File: src/rtl/score_tracker_if.sv
// Bundle between the arrow droppers / keyboard side and the score tracker.
// The master drives key and dropper flags; the slave returns score and game status.
interface score_tracker_if #(
  parameter int NUM_NOTES = 32
);
  logic [7:0]           keycode;
  logic [NUM_NOTES-1:0] hit_vec;
  logic [NUM_NOTES-1:0] miss_vec;
  logic [15:0]          score;
  logic [7:0]           combo;
  logic [7:0]           max_combo;
  logic [7:0]           hit_cnt;
  logic [7:0]           miss_cnt;
  logic                 playing;
  logic                 song_done;

  modport master (
    output keycode, hit_vec, miss_vec,
    input  score, combo, max_combo, hit_cnt, miss_cnt, playing, song_done
  );

  modport slave (
    input  keycode, hit_vec, miss_vec,
    output score, combo, max_combo, hit_cnt, miss_cnt, playing, song_done
  );
endinterface

File: src/rtl/score_tracker.sv
// Turns dropper hit/miss level flags into events and keeps score, combo and counts for one song.
// One frame_clk of latency from a rising flag to updated outputs; no backpressure (events are never lost).
module score_tracker #(
  parameter int         NUM_NOTES   = 32,
  parameter int         HIT_PTS     = 10,
  parameter int         COMBO_X2    = 10,
  parameter logic [7:0] KEY_START   = 8'h2c,
  parameter logic [7:0] KEY_RESTART = 8'h01
) (
  input logic            frame_clk,
  input logic            Reset,
  score_tracker_if.slave trk
);

  typedef enum logic [1:0] {
    ST_IDLE    = 2'd0,
    ST_PLAYING = 2'd1,
    ST_DONE    = 2'd2
  } state_t;

  state_t               state_q;
  logic [NUM_NOTES-1:0] hit_prev_q, miss_prev_q;
  logic [15:0]          score_q;
  logic [7:0]           combo_q, max_combo_q, hit_cnt_q, miss_cnt_q;
  logic                 playing_q, song_done_q;

  logic [NUM_NOTES-1:0] hit_ev, miss_ev;
  logic [15:0]          nh, nm;
  logic [7:0]           run;
  logic [23:0]          pts_sum, score_sum;
  logic [15:0]          hit_sum, miss_sum;
  logic [15:0]          score_d;
  logic [7:0]           combo_d, max_combo_d, hit_cnt_d, miss_cnt_d;
  logic                 done_d;

  // Hits are walked first so each one sees the combo built by the hits before it.
  always_comb begin
    hit_ev  = trk.hit_vec & ~hit_prev_q;
    miss_ev = trk.miss_vec & ~miss_prev_q & ~hit_ev;
    run     = combo_q;
    pts_sum = '0;
    nh      = '0;
    nm      = '0;
    for (int i = 0; i < NUM_NOTES; i++) begin
      if (hit_ev[i]) begin
        pts_sum = pts_sum + ((int'(run) >= COMBO_X2) ? 24'(2 * HIT_PTS) : 24'(HIT_PTS));
        if (run != 8'hFF) run = run + 8'd1;
        nh = nh + 16'd1;
      end
      if (miss_ev[i]) nm = nm + 16'd1;
    end

    score_sum   = 24'(score_q) + pts_sum;
    score_d     = (score_sum > 24'h00FFFF) ? 16'hFFFF : score_sum[15:0];
    hit_sum     = 16'(hit_cnt_q) + nh;
    miss_sum    = 16'(miss_cnt_q) + nm;
    hit_cnt_d   = (hit_sum > 16'd255) ? 8'hFF : hit_sum[7:0];
    miss_cnt_d  = (miss_sum > 16'd255) ? 8'hFF : miss_sum[7:0];
    combo_d     = (nm != 16'd0) ? 8'd0 : run;
    max_combo_d = (run > max_combo_q) ? run : max_combo_q;
    done_d      = (int'(hit_cnt_d) + int'(miss_cnt_d)) >= NUM_NOTES;
  end

  always_ff @(posedge frame_clk) begin
    if (Reset) begin
      state_q     <= ST_IDLE;
      hit_prev_q  <= '0;
      miss_prev_q <= '0;
      score_q     <= '0;
      combo_q     <= '0;
      max_combo_q <= '0;
      hit_cnt_q   <= '0;
      miss_cnt_q  <= '0;
      playing_q   <= 1'b0;
      song_done_q <= 1'b0;
    end else begin
      // Edge registers track the levels in every state so stale flags never fire later.
      hit_prev_q  <= trk.hit_vec;
      miss_prev_q <= trk.miss_vec;
      case (state_q)
        ST_IDLE: begin
          if (trk.keycode == KEY_START) begin
            state_q   <= ST_PLAYING;
            playing_q <= 1'b1;
          end
        end
        ST_PLAYING: begin
          score_q     <= score_d;
          combo_q     <= combo_d;
          max_combo_q <= max_combo_d;
          hit_cnt_q   <= hit_cnt_d;
          miss_cnt_q  <= miss_cnt_d;
          if (done_d) begin
            state_q     <= ST_DONE;
            playing_q   <= 1'b0;
            song_done_q <= 1'b1;
          end
        end
        ST_DONE: begin
          if (trk.keycode == KEY_RESTART) begin
            state_q     <= ST_IDLE;
            song_done_q <= 1'b0;
            score_q     <= '0;
            combo_q     <= '0;
            max_combo_q <= '0;
            hit_cnt_q   <= '0;
            miss_cnt_q  <= '0;
          end
        end
        default: begin
          state_q     <= ST_IDLE;
          playing_q   <= 1'b0;
          song_done_q <= 1'b0;
        end
      endcase
    end
  end

  assign trk.score     = score_q;
  assign trk.combo     = combo_q;
  assign trk.max_combo = max_combo_q;
  assign trk.hit_cnt   = hit_cnt_q;
  assign trk.miss_cnt  = miss_cnt_q;
  assign trk.playing   = playing_q;
  assign trk.song_done = song_done_q;

endmodule
File: src/flat_wrapper.sv
// flat-port wrapper written by rule: the top's interface ports become plain ports
module score_tracker_flat 
#(
  parameter int         NUM_NOTES   = 32,
  parameter int         HIT_PTS     = 10,
  parameter int         COMBO_X2    = 10,
  parameter logic [7:0] KEY_START   = 8'h2c,
  parameter logic [7:0] KEY_RESTART = 8'h01
)
  (frame_clk, Reset, trk_keycode, trk_hit_vec, trk_miss_vec, trk_score, trk_combo, trk_max_combo, trk_hit_cnt, trk_miss_cnt, trk_playing, trk_song_done);
  score_tracker_if #(.NUM_NOTES(NUM_NOTES)) trk_i ();
  input logic frame_clk;
  input logic Reset;
  input wire logic [$bits(trk_i.keycode)-1:0] trk_keycode;
  input wire logic [$bits(trk_i.hit_vec)-1:0] trk_hit_vec;
  input wire logic [$bits(trk_i.miss_vec)-1:0] trk_miss_vec;
  output wire logic [$bits(trk_i.score)-1:0] trk_score;
  output wire logic [$bits(trk_i.combo)-1:0] trk_combo;
  output wire logic [$bits(trk_i.max_combo)-1:0] trk_max_combo;
  output wire logic [$bits(trk_i.hit_cnt)-1:0] trk_hit_cnt;
  output wire logic [$bits(trk_i.miss_cnt)-1:0] trk_miss_cnt;
  output wire logic [$bits(trk_i.playing)-1:0] trk_playing;
  output wire logic [$bits(trk_i.song_done)-1:0] trk_song_done;
  assign trk_i.keycode = trk_keycode;
  assign trk_i.hit_vec = trk_hit_vec;
  assign trk_i.miss_vec = trk_miss_vec;
  assign trk_score = trk_i.score;
  assign trk_combo = trk_i.combo;
  assign trk_max_combo = trk_i.max_combo;
  assign trk_hit_cnt = trk_i.hit_cnt;
  assign trk_miss_cnt = trk_i.miss_cnt;
  assign trk_playing = trk_i.playing;
  assign trk_song_done = trk_i.song_done;
  score_tracker #(.NUM_NOTES(NUM_NOTES), .HIT_PTS(HIT_PTS), .COMBO_X2(COMBO_X2), .KEY_START(KEY_START), .KEY_RESTART(KEY_RESTART)) u_core (.frame_clk(frame_clk), .Reset(Reset), .trk(trk_i));
endmodule
File: config.mk
export PLATFORM = sky130hd
export DESIGN_NAME = score_tracker_flat
export DESIGN_NICKNAME = d
export VERILOG_FILES = /design/src/rtl/score_tracker_if.sv /design/src/rtl/score_tracker.sv /design/src/flat_wrapper.sv
export SDC_FILE = /design/constraint.sdc
export NUM_CORES = 1
export LEC_CHECK = 0
export CORE_ASPECT_RATIO = 1.25
export CORE_MARGIN = 2
export CORE_UTILIZATION = 55
export CTS_BUF_LIST = sky130_fd_sc_hd__clkbuf_8
export CTS_CLUSTER_DIAMETER = 200
export DETAILED_ROUTE_END_ITERATION = 7
export DONT_BUFFER_PORTS = 1
export GPL_ROUTABILITY_DRIVEN = 0
export PLACE_DENSITY = 0.82
export SETUP_SLACK_MARGIN = 0.3
export SKIP_CTS_REPAIR_TIMING = 1
export SLEW_MARGIN = 20
export SYNTH_ARGS = -nofsm -noshare
export SYNTH_HDL_FRONTEND = slang
export SYNTH_SLANG_ARGS = --single-unit
File: constraint.sdc
create_clock -name frame_clk -period 67.3 [get_ports frame_clk]
set_input_delay 10.095 -clock frame_clk [delete_from_list [all_inputs] [get_ports frame_clk]]
set_output_delay 10.095 -clock frame_clk [all_outputs]
set_load 0.03 [all_outputs]
==> impl_results.md, run 1 <==
- Hold Path Class: reg -> reg
- Clock transition time at the flip-flop clock pins of the worst setup and hold paths: 90 ps
- Detailed router's first-iteration violation count: about 2500
- Post-synth ARST share: 0%
- Post-synthesis cell type count: 155
- Peak Freq: 17.0 MHz
- Filler Cells Inserted: 5730
- Critical Path AT: 59370 ps
- EDFF count, synth: 0
- Top cells by area, synth: ha_1 (11%), xnor2_1 (8.6%), dfxtp_1 (6.7%)
- Pin slew with the least headroom to its limit: between 1000 and 1500 ps
- Crit path capture type: register
- Min Clock Period, post-route: 58910 ps
- Routed via count: 35000
- Placed insts: ~5500
- RSZ-0062 raised after global routing: false
- Initial Util: between 50% and 60%
- Worst path max stage delay: between 700 and 800 ps
- Final nets: 5075
- Cell mode on critical path: ha_1
- Die X: 228 um
- Syn avg cell area: 7.25 um^2
- Num CTS Buffers: 17
- Core area: 62000 um^2
- Setup violators final: 0
- Die Height: 284 um
- Synthesized area: between 30000 and 40000 um^2
- Post-Synth Simple-Gate Area: between 20 and 30%
- DR pass1 iterations: 6
- Seq cells post-synth: 116
- Clk_lat worst skew: 600 ps
- Layout cells sized above 1: ~8.1%
- XOR/XNOR Fraction of Synth Area: 13.7%
- Residual DRC: 0
- Crit-path slowest cell: mux2i_1
- Syn. warnings: 0
- Via density: approximately 6.3
- Final core occ: between 50% and 60%
- Tcrit/Tclk final: 87.5%
- Post-synthesis compound-gate area fraction: 26.7%
- Row count: just over 100
- Largest net degree at the start of global routing: approximately 100
- Clock Skew: 34.3 ps
- Commonest non-fill, non-tap cell in the layout: nand2_1
- H-tree depth: 4
- Vias in the first global route: 32800
- IO buf count: 0
- Largest family of logic cells by synthesized area: simple AND/OR/NAND/NOR gates
- Longest Clk Path Bufs: 2
- Area grow syn2layout: 3.18%
- Cell type with the highest aggregate area in the netlist: ha_1
- GRT Util Overall: 26.6%
- Synth Instances: 4759
- Final Max Slew Viols: 0
- CP required: 67770 ps
- Status: completed
- Max-cap violations: 0
- Global-route wire length before repair: 150000 um
- Sink Count: 116
- CP Launch Type: primary input
- Post-synthesis mux area share: 6.38%
- Worst rel slew slack: 23.7%
- Setup TNS: 0 ps
- Clock Tree Root: clkbuf_8
- Post-Route WL: 89700 um
- Most frequent cells in the layout: nand2_1 (442), nor2_1 (386), xnor2_1 (339)
- Crit Path Max Fanout: 16
- Area fraction of the dominant cell type after synthesis: 10.8%
- DPL Wire Length: 72300 um
- Antenna violations before repair: 4
- I/O Pins: 124
- Crit path kind: in -> reg
- Die ar.: 64800 um^2
- CTS tree: done
- Post-Synth Adder-Cell Area: 13.1%
- Layout Cells excl Fill: 5519
- Hold WS: 538 ps
- Routed WL per cell: roughly 16 um
- Antenna viol nets, final: 0
- Sequential-to-total area share from yosys stat: 6.73%
- Final Hold Fails: 0
- Top FF cell, synth: dfxtp_1
- GR Overflow Total: 0
[metrics by stage]
stage / cell area, um^2 / worst slack, ps
2_1_floorplan: 34500 / 14390
3_3_place_gp: 35200 / 10350
3_5_place_dp: 35200 / 8380
4_1_cts: 35600 / 8750
5_1_grt: 35600 / 4100
6_report: 35600 / 8390
[state kept, by name, indices dropped and copies added, names as in the netlist]
register	flops
u_core.miss_prev_q	32
u_core.state_q	2
u_core.trk.miss_cnt	8
u_core.trk.song_done	1
u_core.hit_prev_q	32
u_core.trk.score	16
u_core.trk.playing	1
u_core.trk.combo	8
u_core.trk.max_combo	8
u_core.trk.hit_cnt	8
[final cells by class]
class	count	area, um^2	share of cell area [%]
tap	832	1040	2.92
sequential	116	2320	6.52
multi-input combinational	4193	30400	85.5
clock inverter	14	169	0.474
antenna	6	15.0	0.0422
timing repair buffer	27	203	0.569
inverter	313	1170	3.30
clock buffer	18	248	0.696
[routing by layer]
layer,global-route usage (%),vias to the layer above,share of wire (%)
met3,4.09,344,5.2
met2,47.3,1134,48
met1,30.7,16200,42
li1,-,17300,-
met5,0,-,0.014
met4,14.1,2,5.1
[Yosys cell counts, types with 31 or more instances]
master and count:
o21ai_0 204, ha_1 298, a211oi_1 56, o21a_1 31, nor2b_1 153, a21o_1 82
a21oi_1 316, nand3_1 145, a31oi_1 55, nor3b_1 62, xnor2_1 339, or3_1 54
nand2b_1 66, mux2_2 110, nor4_1 32, and3_1 41, mux2i_1 82, o31ai_1 32
and2_1 46, clkbuf_1 91, dfxtp_1 116, o21ai_1 49, xor2_1 195, nor2_1 386
nand4_1 101, o211ai_1 38, nand2_1 442, nor3_1 130, fa_1 35, inv_1 308
[worst paths after layout]
path / start / end / slack (ps) / depth (start not counted)
worst max-delay path: trk_hit_vec[0] / u_core.trk.score[9]$_SDFFE_PP0P_ / 8390 / 186
worst min-delay path: u_core.state_q[1]$_SDFFE_PP0P_ / u_core.state_q[1]$_SDFFE_PP0P_ / 540 / 2
worst max register to register: u_core.trk.combo[0]$_SDFFE_PP0P_ / u_core.trk.score[9]$_SDFFE_PP0P_ / 17030 / 188
worst min register to register: u_core.state_q[1]$_SDFFE_PP0P_ / u_core.state_q[1]$_SDFFE_PP0P_ / 540 / 2
[logic make-up (layout without fill, tap and decap cells)]
logic type,Yosys count,in the layout
AND/OR/NAND/NOR,1845,1845
AO/OA/AOI/OAI,1263,1263
XOR/XNOR,537,537
buffers and inverters,451,372
adder cells (fa/ha/maj),343,343
multiplexers,203,203
flip-flops,116,116
other,1,8
[worst max-delay path, delay by kind of cell]
family | cells | cell delay, ps
mux | 10 | 4140
compound gates | 76 | 21150
simple gates | 35 | 7620
buf+inv | 19 | 2050
fa+ha+maj | 32 | 9700
xor+xnor | 14 | 4530
Power of run 1 is not shown: default switching activity piles up to over one toggle a cycle in this logic, so the estimate is an artifact.
==> run 2: changes to the inputs <==
- CAP_MARGIN: unset -> 20
- GPL_ROUTABILITY_DRIVEN: 0 -> unset
==> impl_results.md, run 2 (synthesis results as in run 1) <==
- Global-route wire length before repair: 151000 um
- Setup violators final: 0
- Routed length on met1: 37900 um
- Layout Cells excl Fill: around 5500
- Critical Path AT: 59360 ps
- Routed WL per cell: 16.3 um
- DPL Wire Length: around 73000 um
- Hold Path Class: reg -> reg
- Via density: about 6.3
- Vias in the first global route: 33000
- Max-cap violations: 0
- Placed insts: 5483
- Routed via count: 34600
- Most frequent cells in the layout: nand2_1 (442), nor2_1 (386), xnor2_1 (339)
- Post-Route WL: 90200 um
- Sink Count: 116
- Reg2Reg Depth: between 150 and 200
- Status: completed
- CP required: 67680 ps
- Final Hold Fails: 0
- Antenna violations before repair: 5
- Residual DRC: 0
- Crit path capture type: register
- Die X: 228 um
- Worst rel slew slack: between 20% and 30%
- Antenna viol nets, final: 0
- DR pass1 iterations: 6
- Setup TNS: 0 ps
- Final Max Slew Viols: 0
- Pin slew with the least headroom to its limit: roughly 1100 ps
- Peak Freq: 17.0 MHz
- Crit Path Max Fanout: 16
- Core area: 62000 um^2
- Commonest non-fill, non-tap cell in the layout: nand2_1
- Met2 routed wirelength: 43500 um
- Min Clock Period, post-route: 58980 ps
- Area grow syn2layout: 3.23%
- Min-Delay Path Depth: 2
- Layout cells sized above 1: slightly above 8%
- Row count: 102
- Die ar.: roughly 65000 um^2
- CP Launch Type: primary input
- Detailed router's first-iteration violation count: 2141
- Crit path kind: in -> reg
- Clock Tree Root: clkbuf_8
- Top sig layer: met5
- RD Place Congestion: 0.986
- GRT Util Overall: a little over a quarter
- Clock Skew: 30.5 ps
- Worst path max stage delay: between 700 and 800 ps
- Crit-path slowest cell: mux2i_1
- I/O Pins: 124
- Clk_lat worst skew: 580 ps
- GR Overflow Total: 0
- CTS tree: done
- Die Height: 284 um
- Metal3 WL: 4430 um
- Largest net degree at the start of global routing: 104
- Longest Clk Path Bufs: 2
- IO buf count: 0
- Final nets: 5077
- RSZ-0062 raised after global routing: false
- Num CTS Buffers: 17
- Tcrit/Tclk final: 87.6%
- Cell mode on critical path: ha_1
- Initial Util: 55.7%
- Clock transition time at the flip-flop clock pins of the worst setup and hold paths: 80 ps
- H-tree depth: 4
-- run 2: path summary, 6_finish.rpt --
check | to | from | slack (ps)
hold / removal | u_core.state_q[1]$_SDFFE_PP0P_ | u_core.state_q[1]$_SDFFE_PP0P_ | 560
hold reg to reg | u_core.state_q[1]$_SDFFE_PP0P_ | u_core.state_q[1]$_SDFFE_PP0P_ | 560
setup / recovery | u_core.trk.score[0]$_SDFFE_PP0P_ | trk_hit_vec[0] | 8320
setup reg to reg | u_core.trk.score[0]$_SDFFE_PP0P_ | u_core.trk.combo[0]$_SDFFE_PP0P_ | 16930
-- run 2: final cells by class --
type	instances	area, um^2
multi-input cells	4193	30400
inverters	313	1170
repair buffers	29	218
clock buffers	17	234
diodes	6	15.0
clock inverters	15	179
fillers	5852	26400
flip-flops and latches	116	2320
well taps	832	1040
-- run 2: stage by stage --
step                area, um^2  worst slack [ps]  hold WS (ps)  util [%]
global placement         35200             10040           515      56.7
finish                   35600              8320           558      57.4
detailed placement       35200              8130           538      56.7
CTS                      35600              8560           557      57.4
floorplan                34500             14390           487         -
global route             35600              3940           595      57.4
-- run 2: critical path, delay by kind of cell --
| family | cells | cell delay [ps] |
|---|---|---|
| xor+xnor | 15 | 4780 |
| buf+inv | 20 | 2130 |
| fa+ha+maj | 32 | 9700 |
| compound gates | 75 | 21000 |
| simple gates | 33 | 7440 |
| mux | 10 | 4070 |
-- run 2: metal layers --
layer	GRT usage, %	vias to the layer above
met4	14.7	2
met1	30.9	16000
met2	48.0	1028
li1	-	17300
met3	3.81	283
met5	0	-
Power of run 2 is left out for the same reason.
